$ cat config.mk
export PLATFORM = sky130hd
export DESIGN_NAME = sprite_blitter
export DESIGN_NICKNAME = d
export VERILOG_FILES = /design/src/rtl/gw_gfx_pkg.sv /design/src/rtl/sprite_scan_counter.sv /design/src/rtl/sprite_blitter.sv
export SDC_FILE = /design/constraint.sdc
export NUM_CORES = 1
export LEC_CHECK = 0
export CELL_PAD_IN_SITES_DETAIL_PLACEMENT = 2
export CELL_PAD_IN_SITES_GLOBAL_PLACEMENT = 2
export CORE_ASPECT_RATIO = 1.75
export CORE_MARGIN = 10
export CORE_UTILIZATION = 34
export DETAILED_ROUTE_END_ITERATION = 10
export PLACE_DENSITY_LB_ADDON = 0.15
export SETUP_SLACK_MARGIN = 0.15
export SKIP_LAST_GASP = 1
export SLEW_MARGIN = 15
export SYNTH_ARGS = -nofsm -noshare
export SYNTH_HDL_FRONTEND = slang
export SYNTH_SLANG_ARGS = --single-unit
$ cat constraint.sdc
create_clock -name clock -period 3.42 [get_ports clock]
set_input_delay 0.342 -clock clock [delete_from_list [all_inputs] [get_ports clock]]
set_output_delay 0.342 -clock clock [all_outputs]
set_load 0.05 [all_outputs]
$ cat src/rtl/gw_gfx_pkg.sv
// Shared graphics constants for the VGA draw path: framebuffer geometry,
// blit FSM state encodings and named colours.
package gw_gfx_pkg;

    localparam int GfxXW     = 9;
    localparam int GfxYW     = 8;
    localparam int GfxColorW = 3;
    localparam int GfxXMax   = 320;
    localparam int GfxYMax   = 240;

    localparam logic [1:0] StIdle   = 2'd0;
    localparam logic [1:0] StRun    = 2'd1;
    localparam logic [1:0] StDrain  = 2'd2;
    localparam logic [1:0] StFinish = 2'd3;

    localparam logic [GfxColorW-1:0] ColourBlack = 3'b000;
    localparam logic [GfxColorW-1:0] ColourWhite = 3'b111;

endpackage

$ cat src/rtl/sprite_scan_counter.sv
// Raster scan over a w x h sprite: column/row position plus the linear ROM
// address, advanced by increment so no multiplier is needed.
module sprite_scan_counter #(
    parameter int ADDR_W = 14,
    parameter int DIM_W  = 8
) (
    input  logic              clock,
    input  logic              reset,
    input  logic              clear,
    input  logic              advance,
    input  logic [DIM_W-1:0]  w,
    input  logic [DIM_W-1:0]  h,
    output logic [DIM_W-1:0]  col,
    output logic [DIM_W-1:0]  row,
    output logic [ADDR_W-1:0] addr,
    output logic              last
);

    logic col_end;

    assign col_end = (col == w - DIM_W'(1));
    assign last    = col_end && (row == h - DIM_W'(1));

    always_ff @(posedge clock or posedge reset) begin
        if (reset) begin
            col  <= '0;
            row  <= '0;
            addr <= '0;
        end else if (clear) begin
            col  <= '0;
            row  <= '0;
            addr <= '0;
        end else if (advance) begin
            addr <= addr + ADDR_W'(1);
            if (col_end) begin
                col <= '0;
                row <= row + DIM_W'(1);
            end else begin
                col <= col + DIM_W'(1);
            end
        end
    end

endmodule

$ cat src/rtl/sprite_blitter.sv
// Copies a 1-bit sprite from a registered ROM into the framebuffer as plot
// writes with clipping and transparency. Horizontal flip needs SPRITE_MIRROR_EN.
module sprite_blitter
    import gw_gfx_pkg::*;
#(
    parameter int ADDR_W  = 14,
    parameter int DIM_W   = 8,
    parameter int X_W     = GfxXW,
    parameter int Y_W     = GfxYW,
    parameter int COLOR_W = GfxColorW,
    parameter int X_MAX   = GfxXMax,
    parameter int Y_MAX   = GfxYMax
) (
    input  logic               clock,
    input  logic               reset,
    input  logic               start,
    input  logic [DIM_W-1:0]   spr_w,
    input  logic [DIM_W-1:0]   spr_h,
    input  logic [X_W-1:0]     base_x,
    input  logic [Y_W-1:0]     base_y,
    input  logic               draw,
    input  logic               mirror,
    input  logic [COLOR_W-1:0] foreground_colour,
    input  logic [COLOR_W-1:0] background_colour,
    output logic [ADDR_W-1:0]  rom_address,
    input  logic               rom_q,
    output logic               busy,
    output logic               done,
    output logic [X_W-1:0]     vga_x,
    output logic [Y_W-1:0]     vga_y,
    output logic [COLOR_W-1:0] vga_colour,
    output logic               vga_plot
);

    logic [1:0]         state_q, state_d;
    logic [DIM_W-1:0]   w_q, h_q;
    logic [X_W-1:0]     bx_q;
    logic [Y_W-1:0]     by_q;
    logic [COLOR_W-1:0] colour_q;
    logic               valid_q, inb_q;
    logic [X_W-1:0]     px_q;
    logic [Y_W-1:0]     py_q;

    logic [DIM_W-1:0]   col, row, col_x;
    logic               last, zero_size, accept, scan_clear, scan_advance, in_bounds;
    logic [X_W:0]       sum_x;
    logic [Y_W:0]       sum_y;

    assign zero_size    = (spr_w == '0) || (spr_h == '0);
    assign accept       = (state_q == StIdle) && start;
    assign scan_clear   = accept && !zero_size;
    assign scan_advance = (state_q == StRun) && !last;

    sprite_scan_counter #(
        .ADDR_W (ADDR_W),
        .DIM_W  (DIM_W)
    ) u_scan (
        .clock   (clock),
        .reset   (reset),
        .clear   (scan_clear),
        .advance (scan_advance),
        .w       (w_q),
        .h       (h_q),
        .col     (col),
        .row     (row),
        .addr    (rom_address),
        .last    (last)
    );

`ifdef SPRITE_MIRROR_EN
    logic mirror_q;

    always_ff @(posedge clock or posedge reset) begin
        if (reset) begin
            mirror_q <= 1'b0;
        end else if (accept) begin
            mirror_q <= mirror;
        end
    end

    assign col_x = mirror_q ? (w_q - DIM_W'(1) - col) : col;
`else
    logic unused_mirror;

    assign unused_mirror = mirror;
    assign col_x         = col;
`endif

    // One extra bit so off-screen sums compare correctly instead of wrapping.
    assign sum_x     = {1'b0, bx_q} + (X_W+1)'(col_x);
    assign sum_y     = {1'b0, by_q} + (Y_W+1)'(row);
    assign in_bounds = (sum_x < (X_W+1)'(X_MAX)) && (sum_y < (Y_W+1)'(Y_MAX));

    always_comb begin
        state_d = state_q;
        case (state_q)
            StIdle:   if (start) state_d = zero_size ? StFinish : StRun;
            StRun:    if (last) state_d = StDrain;
            StDrain:  state_d = StFinish;
            default:  state_d = StIdle;
        endcase
    end

    always_ff @(posedge clock or posedge reset) begin
        if (reset) begin
            state_q  <= StIdle;
            w_q      <= '0;
            h_q      <= '0;
            bx_q     <= '0;
            by_q     <= '0;
            colour_q <= '0;
        end else begin
            state_q <= state_d;
            if (accept) begin
                w_q      <= spr_w;
                h_q      <= spr_h;
                bx_q     <= base_x;
                by_q     <= base_y;
                colour_q <= draw ? foreground_colour : background_colour;
            end
        end
    end

    // Coordinates lag the ROM address by one cycle to line up with rom_q.
    always_ff @(posedge clock or posedge reset) begin
        if (reset) begin
            valid_q <= 1'b0;
            inb_q   <= 1'b0;
            px_q    <= '0;
            py_q    <= '0;
        end else begin
            valid_q <= (state_q == StRun);
            inb_q   <= in_bounds;
            px_q    <= sum_x[X_W-1:0];
            py_q    <= sum_y[Y_W-1:0];
        end
    end

    assign busy       = (state_q != StIdle);
    assign done       = (state_q == StFinish);
    assign vga_x      = px_q;
    assign vga_y      = py_q;
    assign vga_colour = colour_q;
    assign vga_plot   = valid_q & rom_q & inb_q;

endmodule

Yosys cells after proc, flatten, opt, wreduce, memory -nomap -nowiden
Cells that the tools add are included.
{ "word_totals": {"register_bits": 87, "input_bits": 45, "output_inout_bits": 37} }
{ "classes": {"addsub": 7, "n_lt_le_gt_ge": 2, "n_eq_ne": 7, "mux": 13, "n_bitwise": 2, "n_reduce_logical": 16} }
{ "ops": {"columns": ["op", "count"], "rows": [
  ["8-bit 2-to-1 mux", 6],
  ["14-bit 2-to-1 mux", 2],
  ["8-bit by 1-bit adder with 8-bit output (second input constant)", 2],
  ["8-bit == test", 2],
  ["8-bit zero test", 2],
  ["8-bit by 1-bit subtractor with 8-bit output (second input constant)", 2],
  ["14-bit by 1-bit adder with 14-bit output (second input constant)", 1],
  ["9-bit by 8-bit adder with 10-bit output", 1],
  ["10-bit by 9-bit less-than comparator with 1-bit output (second input constant)", 1],
  ["8-bit by 8-bit adder with 9-bit output", 1],
  ["9-bit by 8-bit less-than comparator with 1-bit output (second input constant)", 1],
  ["2-bit 2-to-1 mux", 3],
  ["2-bit case mux with 3 select lines", 1],
  ["2-bit nonzero test", 3],
  ["1-bit logical AND", 5],
  ["2-bit == test (second input constant)", 2],
  ["2-bit inequality test (second input constant)", 2],
  ["2-bit AND reduction", 2],
  ["3-bit 2-to-1 mux", 1],
  ["1-bit AND", 2],
  ["2-bit by 1-bit == test with 1-bit output (second input constant)", 1],
  ["1-bit zero test", 2],
  ["2-bit zero test", 1],
  ["1-bit logical OR", 1]
]} }

Longest topological paths before layout
{ "logic_depth": {"ltp_word": 7, "depth_mapped": 11, "mapped_depth_nobuf": 9} }

Hierarchy
Synthesis repeated with hierarchy kept, for this count alone.
{ "hier_totals": {"hier_cells": 472, "area_unflattened_um2": 4877.2} }
{ "by_module_without_submodules": {"columns": ["mod", "n_inst", "cells_each", "area_each_um2", "seq_area_each_um2"], "rows": [
  ["sprite_blitter", 1, 232, 2772.7, 1426.4],
  ["sprite_scan_counter", 1, 240, 2104.5, 750.7]
]} }

Worst setup path after synthesis
Ideal clock, no wire load.
{ "synth_path": {"path_type": "register to register", "start": "register h_q[2]", "end": "register state_q[1]", "setup_time_ps": 128, "arrival_time_ps": 2550, "required_time_ps": 3292, "slack_ps": 742, "stages_incl_launch_ff": 8, "period_less_slack_ps": 2678, "path_cell_list": "dfrtp_1 > or4_1 > or3_1 > a21oi_1 > o2111ai_2 > or4b_4 > a2bb2oi_2 > mux2_1"} }
{ "synth_between": {"elab_chain_len": 5} }
{ "synth_lines": {"columns": ["item", "line_no", "text"], "rows": [
  ["start, declared", "sprite_blitter.sv:36", "logic [DIM_W-1:0] w_q, h_q;"],
  ["start signal, assigned", "sprite_blitter.sv:116", "h_q <= spr_h;"],
  ["8-bit by 1-bit subtractor with 8-bit output", "sprite_scan_counter.sv:22", "assign last = col_end && (row == h - DIM_W'(1));"],
  ["8-bit == test", "sprite_scan_counter.sv:22", null],
  ["1-bit logical AND", "sprite_scan_counter.sv:22", null],
  ["2-bit inequality test (no source line)", null, null],
  ["2-bit AND reduction (no source line)", null, null],
  ["end signal, assigned", "sprite_blitter.sv:106", "state_q <= StIdle;"],
  ["end signal, assigned", "sprite_blitter.sv:113", "state_q <= state_d;"],
  ["end, declared", "sprite_blitter.sv:35", "logic [1:0] state_q, state_d;"]
]} }
Every way passes these cells.
A chain may end at the register's enable or synchronous reset.

Worst setup path after layout
{ "layout_path": {"start": "register h_q[0]", "end": "register state_q[0]"} }
Same word-level chain as after synthesis.

==> out/qor.txt <==
Status - completed
Seq pwr share - 30.6%
Unrepaired setup endpoints after global routing - false
Syn Inst Count - 471
Critical path class - register to register
First DRT Iteration DRCs - 98
Syn_nets - 543
Critical Path Max Stage Delay - 430 ps
Root Buffer - clkbuf_16
Antenna-violating nets left - 0
Fin cells - 740
YS warnings - 0
Worst r2r src - h_q[0]
Initial core utilization - 34.48%
Max Fclk - 0.3292 GHz
Remaining DRCs - 0
Die W - 111.0 µm
Yosys cell types - 62
Worst path top cell family by delay - compound AO/OA/AOI/OAI gates
Worst Setup SP - h_q[0]
Core Rows - 58
FF-to-FF path depth - 11
Layout cells sized above 1 - 14.82%
Pre-antenna DRT Iters - 4
RR Endpoint - state_q[0]
Comb pwr share - 50.8%
Hold Vio Cnt, Final - 0
Post-DP HPWL - 11,410 µm
Total CTS buffers - 9
Fin area - 6280 µm²
Worst slew pin tran - 813.9 ps
Max VDD drop - 365.2 µV
First-pass GRT wire length - 24,760 µm
Buffers on Ports - 80
Int Power - 3.382 mW
Nets@finish - 627
Placed insts - 724
Dominant synthesized flop cell - dfrtp_1
Cell taking the most area after synthesis - dfrtp_1
Power per Cell Area - 948.4 nW/µm²
Setup Viol. Count Final - 0
Sw power - 2.574 mW
Drt total wl - 14,940 µm
Initial antenna violation count - 0
Clock insertion delay at the later pin of the skew report - 340 ps
Die ar. - 19,910 µm²
Mean post-synth cell area - 10.47 µm²
Levels on crit path - 11
P&R area growth vs syn - 27.39%
Seq/Total Area, Yosys - 44.16%
Crit path buf inv count - 4
Mux cell area share after synthesis - 8.985%
Die height - 179.3 µm
Most frequent cell after synthesis - dfrtp_1
Area fraction of the dominant cell type after synthesis - 44.16%
Total negative slack - 0 ps
H-tree levels - 3
Worst Skew - 10.69 ps
CTS clk-pin slew, worst paths - 70 ps
Sink count of the clock tree - 87
Clock Path Buffers - 2
Vias in the first global route - 4,679
Post-synthesis adder-cell area fraction - 7.157%
Synth Area in XOR/XNOR - 5.863%
Lkg Pwr - 2.650 nW
GPL Wtd Cong - 0.8395
Synth Area in Compound Gates - 15.03%
Max_cap viols - 0
Avg WL per Cell - 20.19 µm
Final Max Tran Viols - 0
Worst setup EP type - register
#FFs+latches synth - 87
EDFF count, synth - 0
Largest net degree at the start of global routing - 46
Area of placed instances - 5941 µm²
Startpoint Class - register
Vias after detailed routing - 4,078
Min Clock Period, post-route - 3037 ps
Final period util - 88.81%
Flop2flop setup slack - 380 ps
Simple-gate share of the synthesized area - 15.84%
Synth cell count leaders - 87 x dfrtp_1, 34 x nand2_1, 33 x mux2_2
Antenna diode count - 0
Vias/cell - 5.511
Slew HR - 45.58%
Overflow after GRT - 0
Switch share - 43.22%
Clock share of power - 18.6%
Worst-path fanout max - 23
CORE AREA - 14,300 µm²
Worst EP required - 3650 ps
Async S/R FF share, synth - 100.0%
Largest family of logic cells by synthesized area - simple AND/OR/NAND/NOR gates
Worst path cell trace - inv_1, ha_1, inv_1, or3_1, a211oi_1, o2111ai_2, nor4b_4, buf_4, buf_4, nor2_4, o32a_1
CTS tree - done
# IOs - 82
Slowest cell on crit path - dfrtp_1
Post-Syn Area - 4930 µm²
Hold Path Class - input pin to async pin
Setup crit end - state_q[0]
Crit path DAT - 3270 ps
Gr usage total - 15.15%
Largest cells by area after synthesis - dfrtp_1 44%, mux2_2 7.5%, ha_1 6.3%
cell type report:
| type | instances | area (µm²) |
|---|---|---|
| multi-input combinational | 352 | 2615 |
| timing repair buffer | 89 | 868.3 |
| tap | 180 | 225.2 |
| clock buffer | 11 | 252.7 |
| clock inverter | 5 | 80.08 |
| fill | 1506 | 8016 |
| sequential | 87 | 2177 |
| inverter | 16 | 61.31 |
routing by layer:
layer / global-route usage, % / up-vias / share of wire, %
li1: - / 1908 / -
met1: 15.02 / 2097 / 37
met2: 30.57 / 60 / 59
met3: 2.948 / 13 / 2.9
met4: 4.677 / 0 / 1.7
met5: 0 / - / 0
layout by cell type, fill, tap and decap left out, drive strengths merged, types with 10 or more instances in the layout:
master	instances
a21oi	26
clkbuf	11
clkdlybuf4s50	80
dfrtp	87
ha	25
inv	14
mux2	34
nand2	34
nand3	13
nor2	29
nor3	10
o21ai	26
or3	14
xnor2	20
xor2	13
power groups by stage:
| stage | registers (mW) | clock network, mW | logic [mW] |
|---|---|---|---|
| 6_report | 1.82 | 1.11 | 3.03 |
| 3_3_place_gp | 1.82 | 0 | 2.90 |
| 5_1_grt | 1.90 | 1.18 | 3.31 |
| 2_1_floorplan | 2.19 | 0 | 1.73 |
| 3_5_place_dp | 1.85 | 0 | 3.04 |
| 4_1_cts | 1.83 | 1.14 | 3.08 |
metrics by stage:
| stage | power (mW) | worst slack, ps | hold slack, ps | utilization [%] |
|---|---|---|---|---|
| final | 5.956 | 382.8 | 447.8 | 43.93 |
| after global routing | 6.388 | 177.0 | 527.7 | 43.93 |
| after CTS | 6.051 | 349.3 | 490.1 | 43.88 |
| after detailed placement | 4.884 | 384.5 | 474.5 | 41.55 |
| after global placement | 4.721 | 478.1 | 463.5 | 41.55 |
| after floorplan | 3.930 | 742.2 | 473.1 | - |
state kept, by name (all words and copies together), names as in the netlist:
register,count
by_q,8
vga_x,9
u_scan.addr,14
valid_q,1
bx_q,9
h_q,8
w_q,8
u_scan.row,8
u_scan.col,8
vga_colour,3
inb_q,1
vga_y,8
state_q,2
timing repair:
item,4_1_cts,5_1_grt
hold buffers,0,0
gates resized for setup,0,1
setup buffers,0,0
setup endpoints to repair,0,1
kinds of logic after synthesis:
logic type / count (synthesis)
AND/OR/NAND/NOR: 145
AO/OA/AOI/OAI: 107
flip-flops: 87
multiplexers: 40
XOR/XNOR: 33
buffers and inverters: 32
adder cells (fa/ha/maj): 27
worst min-delay path by stage:
stage                  startpoint             to  cells after the start
finish                      reset       vga_y[6]                      2
detailed placement  vga_colour[1]  vga_colour[1]                      2
floorplan                 bx_q[0]       vga_x[0]                      1
CTS                         reset       vga_y[6]                      2
global placement    vga_colour[1]  vga_colour[1]                      2
global route        vga_colour[1]  vga_colour[1]                      2
(Power assumes the default switching activity.)
